$ cat src/rtl/piezo_pkg.sv
// piezo_pkg
//   Shared definitions for the piezo tone driver: note codes, the tone
//   frequency table, the FSM state encoding and helpers that turn a clock
//   rate and a tone frequency into a divider half-period (in clocks).
package piezo_pkg;

  // Note codes delivered by the game module; 0 and 9..15 are silent.
  localparam logic [3:0] NOTE_OFF = 4'd0;
  localparam logic [3:0] NOTE_C4  = 4'd1;
  localparam logic [3:0] NOTE_D4  = 4'd2;
  localparam logic [3:0] NOTE_E4  = 4'd3;
  localparam logic [3:0] NOTE_F4  = 4'd4;
  localparam logic [3:0] NOTE_G4  = 4'd5;
  localparam logic [3:0] NOTE_A4  = 4'd6;
  localparam logic [3:0] NOTE_B4  = 4'd7;
  localparam logic [3:0] NOTE_C5  = 4'd8;

  // Tone frequencies in Hz.
  localparam int F_C4    = 262;
  localparam int F_D4    = 294;
  localparam int F_E4    = 330;
  localparam int F_F4    = 349;
  localparam int F_G4    = 392;
  localparam int F_A4    = 440;
  localparam int F_B4    = 494;
  localparam int F_C5    = 523;
  localparam int F_MISS  = 150;
  localparam int F_CHIRP = 1047;

  typedef enum logic [1:0] {
    ST_IDLE  = 2'd0,
    ST_MISS  = 2'd1,
    ST_CHIRP = 2'd2
  } state_e;

  // Clocks per half cycle of a square wave at f Hz (truncated).
  function automatic int half_period(int clk_hz, int f);
    return clk_hz / (2 * f);
  endfunction

  // Frequency of a note code; 0 means silence.
  function automatic int note_freq(logic [3:0] code);
    case (code)
      NOTE_OFF: return 0;
      NOTE_C4:  return F_C4;
      NOTE_D4:  return F_D4;
      NOTE_E4:  return F_E4;
      NOTE_F4:  return F_F4;
      NOTE_G4:  return F_G4;
      NOTE_A4:  return F_A4;
      NOTE_B4:  return F_B4;
      NOTE_C5:  return F_C5;
      default:  return 0;
    endcase
  endfunction

  // Half-period for a note code, 0 for silent codes.
  function automatic int note_half(int clk_hz, logic [3:0] code);
    int f;
    f = note_freq(code);
    return (f == 0) ? 0 : half_period(clk_hz, f);
  endfunction

endpackage

$ cat src/rtl/piezo_tone_driver_divider.sv
// tone_divider
//   Square-wave generator. A wrap counter runs 0..half_i-1; on the wrap the
//   output toggles, giving a period of 2*half_i clocks. restart_i (or run_i
//   low) clears the counter and forces the output low, so the first rising
//   edge after a restart comes half_i clocks later.
// Ports
//   clk        in  clock
//   rst        in  asynchronous active-high reset
//   half_i     in  W  half-period in clocks (held stable while running)
//   restart_i  in  1  clear counter and force wave low this clock
//   run_i      in  1  0 = hold counter at 0 and wave low
//   wave_o     out 1  registered square wave
module tone_divider #(
  parameter int W = 16
) (
  input  logic         clk,
  input  logic         rst,
  input  logic [W-1:0] half_i,
  input  logic         restart_i,
  input  logic         run_i,
  output logic         wave_o
);

  logic [W-1:0] cnt_q, cnt_d;
  logic         wave_q, wave_d;

  always_comb begin
    cnt_d  = cnt_q;
    wave_d = wave_q;
    if (!run_i || restart_i) begin
      cnt_d  = '0;
      wave_d = 1'b0;
    end else if (cnt_q == half_i - W'(1)) begin
      cnt_d  = '0;
      wave_d = ~wave_q;
    end else begin
      cnt_d = cnt_q + W'(1);
    end
  end

  always_ff @(posedge clk or posedge rst) begin
    if (rst) begin
      cnt_q  <= '0;
      wave_q <= 1'b0;
    end else begin
      cnt_q  <= cnt_d;
      wave_q <= wave_d;
    end
  end

  assign wave_o = wave_q;

endmodule

$ cat src/rtl/piezo_tone_driver.sv
// piezo_tone_driver
//   Drives the board piezo from the game's 4-bit note code plus its miss and
//   next-round pulses. Codes 1..8 play C4..C5; a miss pulse plays a 150 Hz
//   buzz and a change pulse a short 1047 Hz chirp, both overriding the note.
// Ports
//   clk           in  system clock
//   reset         in  asynchronous active-high reset
//   enable        in  1 = sound allowed, 0 = mute and abort any effect
//   note_code     in  4  note code, registered every clock
//   miss_pulse    in  starts (or restarts) the miss buzz
//   change_pulse  in  starts (or restarts) the chirp; ignored during the buzz
//   piezo         out square-wave drive
//   busy          out 1 while the buzz or chirp is active
//   tone_on       out 1 while a non-silent half-period is selected
module piezo_tone_driver
  import piezo_pkg::*;
#(
  parameter int CLK_HZ   = 5_000_000,
  parameter int MISS_MS  = 300,
  parameter int CHIRP_MS = 100
) (
  input  logic       clk,
  input  logic       reset,
  input  logic       enable,
  input  logic [3:0] note_code,
  input  logic       miss_pulse,
  input  logic       change_pulse,
  output logic       piezo,
  output logic       busy,
  output logic       tone_on
);

  localparam int HW          = $clog2(half_period(CLK_HZ, F_MISS)) + 1;
  localparam int HALF_MISS   = half_period(CLK_HZ, F_MISS);
  localparam int HALF_CHIRP  = half_period(CLK_HZ, F_CHIRP);
  // 64-bit product so large clock rates do not overflow before the divide.
  localparam int MISS_CLKS   = int'((64'(MISS_MS)  * 64'(CLK_HZ)) / 64'd1000);
  localparam int CHIRP_CLKS  = int'((64'(CHIRP_MS) * 64'(CLK_HZ)) / 64'd1000);
  localparam int DUR_MAX     = (MISS_CLKS > CHIRP_CLKS) ? MISS_CLKS : CHIRP_CLKS;
  localparam int DW          = $clog2(DUR_MAX + 1);

  // Half-period lookup per note code, built at elaboration.
  logic [HW-1:0] note_half_tab [16];
  for (genvar gi = 0; gi < 16; gi++) begin : g_note_tab
    assign note_half_tab[gi] = HW'(note_half(CLK_HZ, 4'(gi)));
  end

  logic [3:0]    note_q;
  state_e        state_q, state_d;
  logic [DW-1:0] dur_q, dur_d;
  logic          busy_q, tone_on_q;
  state_e        state_prev_q;
  logic [HW-1:0] half_prev_q;
  logic [HW-1:0] half_sel;
  logic          restart;
  logic          run;

  // Next-state: enable dominates, then miss, then change. A pulse in the
  // same clock as the terminal count wins because it is checked first.
  always_comb begin
    state_d = state_q;
    dur_d   = dur_q;
    if (!enable) begin
      state_d = ST_IDLE;
      dur_d   = '0;
    end else if (miss_pulse) begin
      state_d = ST_MISS;
      dur_d   = '0;
    end else if (change_pulse && (state_q != ST_MISS)) begin
      state_d = ST_CHIRP;
      dur_d   = '0;
    end else begin
      case (state_q)
        ST_MISS: begin
          if (dur_q == DW'(MISS_CLKS - 1)) begin
            state_d = ST_IDLE;
            dur_d   = '0;
          end else begin
            dur_d = dur_q + DW'(1);
          end
        end
        ST_CHIRP: begin
          if (dur_q == DW'(CHIRP_CLKS - 1)) begin
            state_d = ST_IDLE;
            dur_d   = '0;
          end else begin
            dur_d = dur_q + DW'(1);
          end
        end
        default: dur_d = '0;
      endcase
    end
  end

  // Tone selection. enable is used unregistered so muting silences the
  // piezo on the same edge the FSM drops to IDLE.
  always_comb begin
    half_sel = '0;
    if (enable) begin
      case (state_q)
        ST_MISS:  half_sel = HW'(HALF_MISS);
        ST_CHIRP: half_sel = HW'(HALF_CHIRP);
        default:  half_sel = note_half_tab[note_q];
      endcase
    end
  end

  // A change of effect forces a restart even if two tones ever shared a
  // half-period, so every effect start/end begins from a clean low phase.
  assign restart = (half_sel != half_prev_q) || (state_q != state_prev_q);
  assign run     = (half_sel != '0);

  always_ff @(posedge clk or posedge reset) begin
    if (reset) begin
      note_q       <= NOTE_OFF;
      state_q      <= ST_IDLE;
      dur_q        <= '0;
      busy_q       <= 1'b0;
      tone_on_q    <= 1'b0;
      state_prev_q <= ST_IDLE;
      half_prev_q  <= '0;
    end else begin
      note_q       <= note_code;
      state_q      <= state_d;
      dur_q        <= dur_d;
      busy_q       <= (state_d != ST_IDLE);
      tone_on_q    <= run;
      state_prev_q <= state_q;
      half_prev_q  <= half_sel;
    end
  end

  tone_divider #(
    .W (HW)
  ) u_div (
    .clk       (clk),
    .rst       (reset),
    .half_i    (half_sel),
    .restart_i (restart),
    .run_i     (run),
    .wave_o    (piezo)
  );

  assign busy    = busy_q;
  assign tone_on = tone_on_q;

endmodule

$ cat config.mk
export PLATFORM = sky130hd
export DESIGN_NAME = piezo_tone_driver
export DESIGN_NICKNAME = d
export VERILOG_FILES = /design/src/rtl/piezo_pkg.sv /design/src/rtl/piezo_tone_driver_divider.sv /design/src/rtl/piezo_tone_driver.sv
export SDC_FILE = /design/constraint.sdc
export NUM_CORES = 1
export LEC_CHECK = 0
export CORE_ASPECT_RATIO = 0.7
export CORE_MARGIN = 5
export CORE_UTILIZATION = 38
export CTS_CLUSTER_SIZE = 16
export DETAILED_ROUTE_END_ITERATION = 8
export GPL_TIMING_DRIVEN = 1
export PLACE_DENSITY = 0.58
export SKIP_CTS_REPAIR_TIMING = 1
export SLEW_MARGIN = 20
export SYNTH_ARGS = -nofsm -noshare
export SYNTH_HDL_FRONTEND = slang
export SYNTH_HIERARCHICAL = 1
export SYNTH_SLANG_ARGS = --single-unit
export TNS_END_PERCENT = 30
$ cat constraint.sdc
create_clock -name clk -period 4.5 [get_ports clk]
set_input_delay 0.45 -clock clk [delete_from_list [all_inputs] [get_ports clk]]
set_output_delay 0.45 -clock clk [all_outputs]
set_load 0.005 [all_outputs]
==> flow_summary.yaml <==
status:
  status: "complete, no violations"
setup_path:
  startpoint: "note_q[1]$_DFF_PP0_"
  worst-path-buf-inv: 2
  cp_top_family: "compound AO/OA/AOI/OAI gates"
  r2r_setup_slack_ns: 0.32
  end_kind: "register"
  cp_cell_sequence: "inv_1 > ha_1 > nor2b_1 > a211o_2 > a21oi_1 > inv_1 > ha_1 > nor4bb_1 > or4_1 > a21o_1 > a221o_1 > nor4_1 > mux2_2"
  r2r-start: "note_q[1]$_DFF_PP0_"
  critPathMaxFanout: 9
  r2r-end: "u_div/wave_o$_DFFE_PP0P_"
  path_depth: 13
  ff2ff_path_depth: 13
  path_class: "register to register"
  startpoint_type: "register"
  crit_slowest_cell: "dfrtp_1"
  crit_end: "u_div/wave_o$_DFFE_PP0P_"
  max_stage_delay_ns: 0.51
  cp_data_arrival_time_ns: 4.40
  required_ns: 4.72
die:
  die_height_microns: 96.7
  die_area_sq_um: 13000
  core_area_sq_um: 10400
  initial_core_util: 0.391
  num_rows: 31
  ioPinCount: 12
  die_w_microns: 134
placed_design:
  place_inst: 575
  port_buffers: 11
  gp_congestion: 0.862
  dp_hpwl_microns: 6660
layout:
  syn_to_final_growth_pct: 13.8
  num-nets-final: 477
  drive_above_1_share: 0.109
  final_cells: 591
  n_antenna_cell: 0
  post-route-util: 0.446
synth:
  ys_seq_elements: 63
  ys_seq_area_frac: 0.386
  synth_edf_count: 0
  yosysWarningCount: 6
  synth.avg_cell_area_sq_um: 9.37
  synth_area_sq_um: 4080
  ys.flop_type: "dfrtp_1"
  async_flop_share: 1.00
  synth_cell_types: 68
  synth_cells: 436
  syn-num-nets: 459
detailed_routing:
  first_pass_iters: 5
  vias: 3212
  drtIter0Drc: 344
  wl_per_cell_microns: 15.6
  vias_per_cell: 5.43
  drc: 0
  ant_nets: 0
  finalWirelength_microns: 9210
clocking:
  cts_inserted_buffers: 9
  clk_path_buf_depth: 2
  clk_pin_slew_ns: 0.06
  cts_tree: "yes"
  cts.htree.levels: 3
  clkSinkCount: 63
  clock-root-buffer: "clkbuf_16"
  clkLatencyLatePin_ns: 0.33
sta:
  worst_pin_slew_ns: 0.830
  max_freq_ghz: 0.239
  slew_violations: 0
  relSlewSlack: 0.445
  rsz0062_at_grt: "no"
  setup-violations-final: 0
  final-hold-violation-count: 0
  fin_crit_ns: 4.18
  fin_skew_ns: 0.0106
  final.setup.tns_ns: 0
  min_period_over_period: 0.930
grt:
  grt_pass1_vias: 3069
  track_usage: 0.152
  grt.overflow.total: 0
  antenna_found_initial: 0
  grt_pass1_wl_microns: 15900
  grt_max_degree: 47
power_and_ir_drop:
  pwr-share-clk: 0.446
  switching_share: 0.269
  leakagePower_nw: 1.90
  power.share.combinational: 0.171
  peakVddDrop_mv: 0.219
  pwr-share-seq: 0.383
  power.density_nw_per_um2: 340
  intPower_mw: 1.16
  p_sw_mw: 0.425
  power_mw: 1.58
worst_hold_path:
  min_path_type: "register to register"
job:
  maxCapViolCount: 0
-- through the flow --
stage               setup WS, ns  hold WS (ns)  cell area, sq um
finish                     0.317         0.492              4650
global route              0.0189         0.518              4650
CTS                        0.330         0.489              4650
detailed placement         0.325         0.478              4340
global placement           0.448         0.479              4340
floorplan                  0.576         0.376              4080
-- cell usage in the layout, fill, tap and decap left out, drive strengths merged, types with 2 or more instances in the layout --
cell	instances
ha	14
mux2	2
inv	23
xor2	26
dfrtp	63
o211ai	5
o31ai	3
mux2i	4
clkinv	4
clkdlybuf4s50	11
nand3	23
a21o	4
nand4	8
clkbuf	11
o2111ai	3
nand2b	8
nor4b	5
nand2	18
or3	5
nor4	11
xnor2	34
buf	11
o21ai	14
or4	6
o41ai	3
a211o	4
nor2b	4
nor2	44
nor3b	5
a31oi	3
and3	10
nor3	29
a21oi	12
nand3b	3
o21a	2
and2	4
-- kinds of logic after synthesis --
group,count (synthesis),share of synthesized area
compound gates,62,0.110
xor+xnor,60,0.129
fa+ha+maj,14,0.0429
buf+inv,39,0.0472
flops,63,0.386
mux,6,0.0153
other cells,1,0.000918
simple gates,191,0.269
-- how the worst min path moves through the flow --
stage,from,endpoint,slack [ns],cells after the start
after global routing,state_q[1]$_DFF_PP0_,state_prev_q[1]$_DFF_PP0_,0.52,0
final,state_q[1]$_DFF_PP0_,state_prev_q[1]$_DFF_PP0_,0.49,0
after global placement,dur_q[0]$_DFF_PP0_,dur_q[0]$_DFF_PP0_,0.48,1
after floorplan,reset,u_div/cnt_q[0]$_DFF_PP0_,0.38,1
after detailed placement,state_q[1]$_DFF_PP0_,state_prev_q[1]$_DFF_PP0_,0.48,0
after CTS,state_q[1]$_DFF_PP0_,state_prev_q[1]$_DFF_PP0_,0.49,0
-- power groups by stage --
stage          Combinational (mW)  Sequential, mW  Clock [mW]
2_1_floorplan               0.203           0.607           0
3_3_place_gp                0.266           0.614           0
5_1_grt                     0.299           0.607       0.757
6_report                    0.270           0.605       0.705
3_5_place_dp                0.266           0.614           0
4_1_cts                     0.268           0.604       0.722
-- per-layer routing --
metal | up-vias | global-route usage | share of wire
li1 | 1596 | - | -
met1 | 1529 | 0.238 | 0.53
met2 | 77 | 0.200 | 0.40
met3 | 10 | 0.0425 | 0.059
met4 | 0 | 0.0395 | 0.010
met5 | - | 0 | 0
-- synthesized netlist by cell type, drive strengths merged, types with 6 or more instances --
master	n	share of area
nand2	18	0.018
and3	10	0.015
nor3	29	0.038
ha	14	0.043
xnor2	34	0.073
nor2	44	0.041
nand2b	8	0.012
a21oi	12	0.015
xor2	26	0.056
dfrtp	63	0.39
buf	10	0.020
nor4	11	0.024
nand4	8	0.012
or4	6	0.011
inv	24	0.022
nand3	23	0.031
o21ai	14	0.022
-- area by class of cell --
class                   count  area (sq um)
flip-flops and latches     63          1580
repair buffers             22           193
multi-input cells         334          2310
well taps                 132           165
inverters                  24          91.3
clock buffers              11           253
clock inverters             5          56.3
fillers                   994          5780
-- sequential cells by signal, summed over array words and instances, names as in the netlist --
register      flops
tone_on           1
state_prev_q      2
u_div/wave_o      1
state_q           2
busy              1
half_prev_q      15
u_div/cnt_q      16
dur_q            21
note_q            4
No activity file was read; power rests on OpenSTA's default activity.
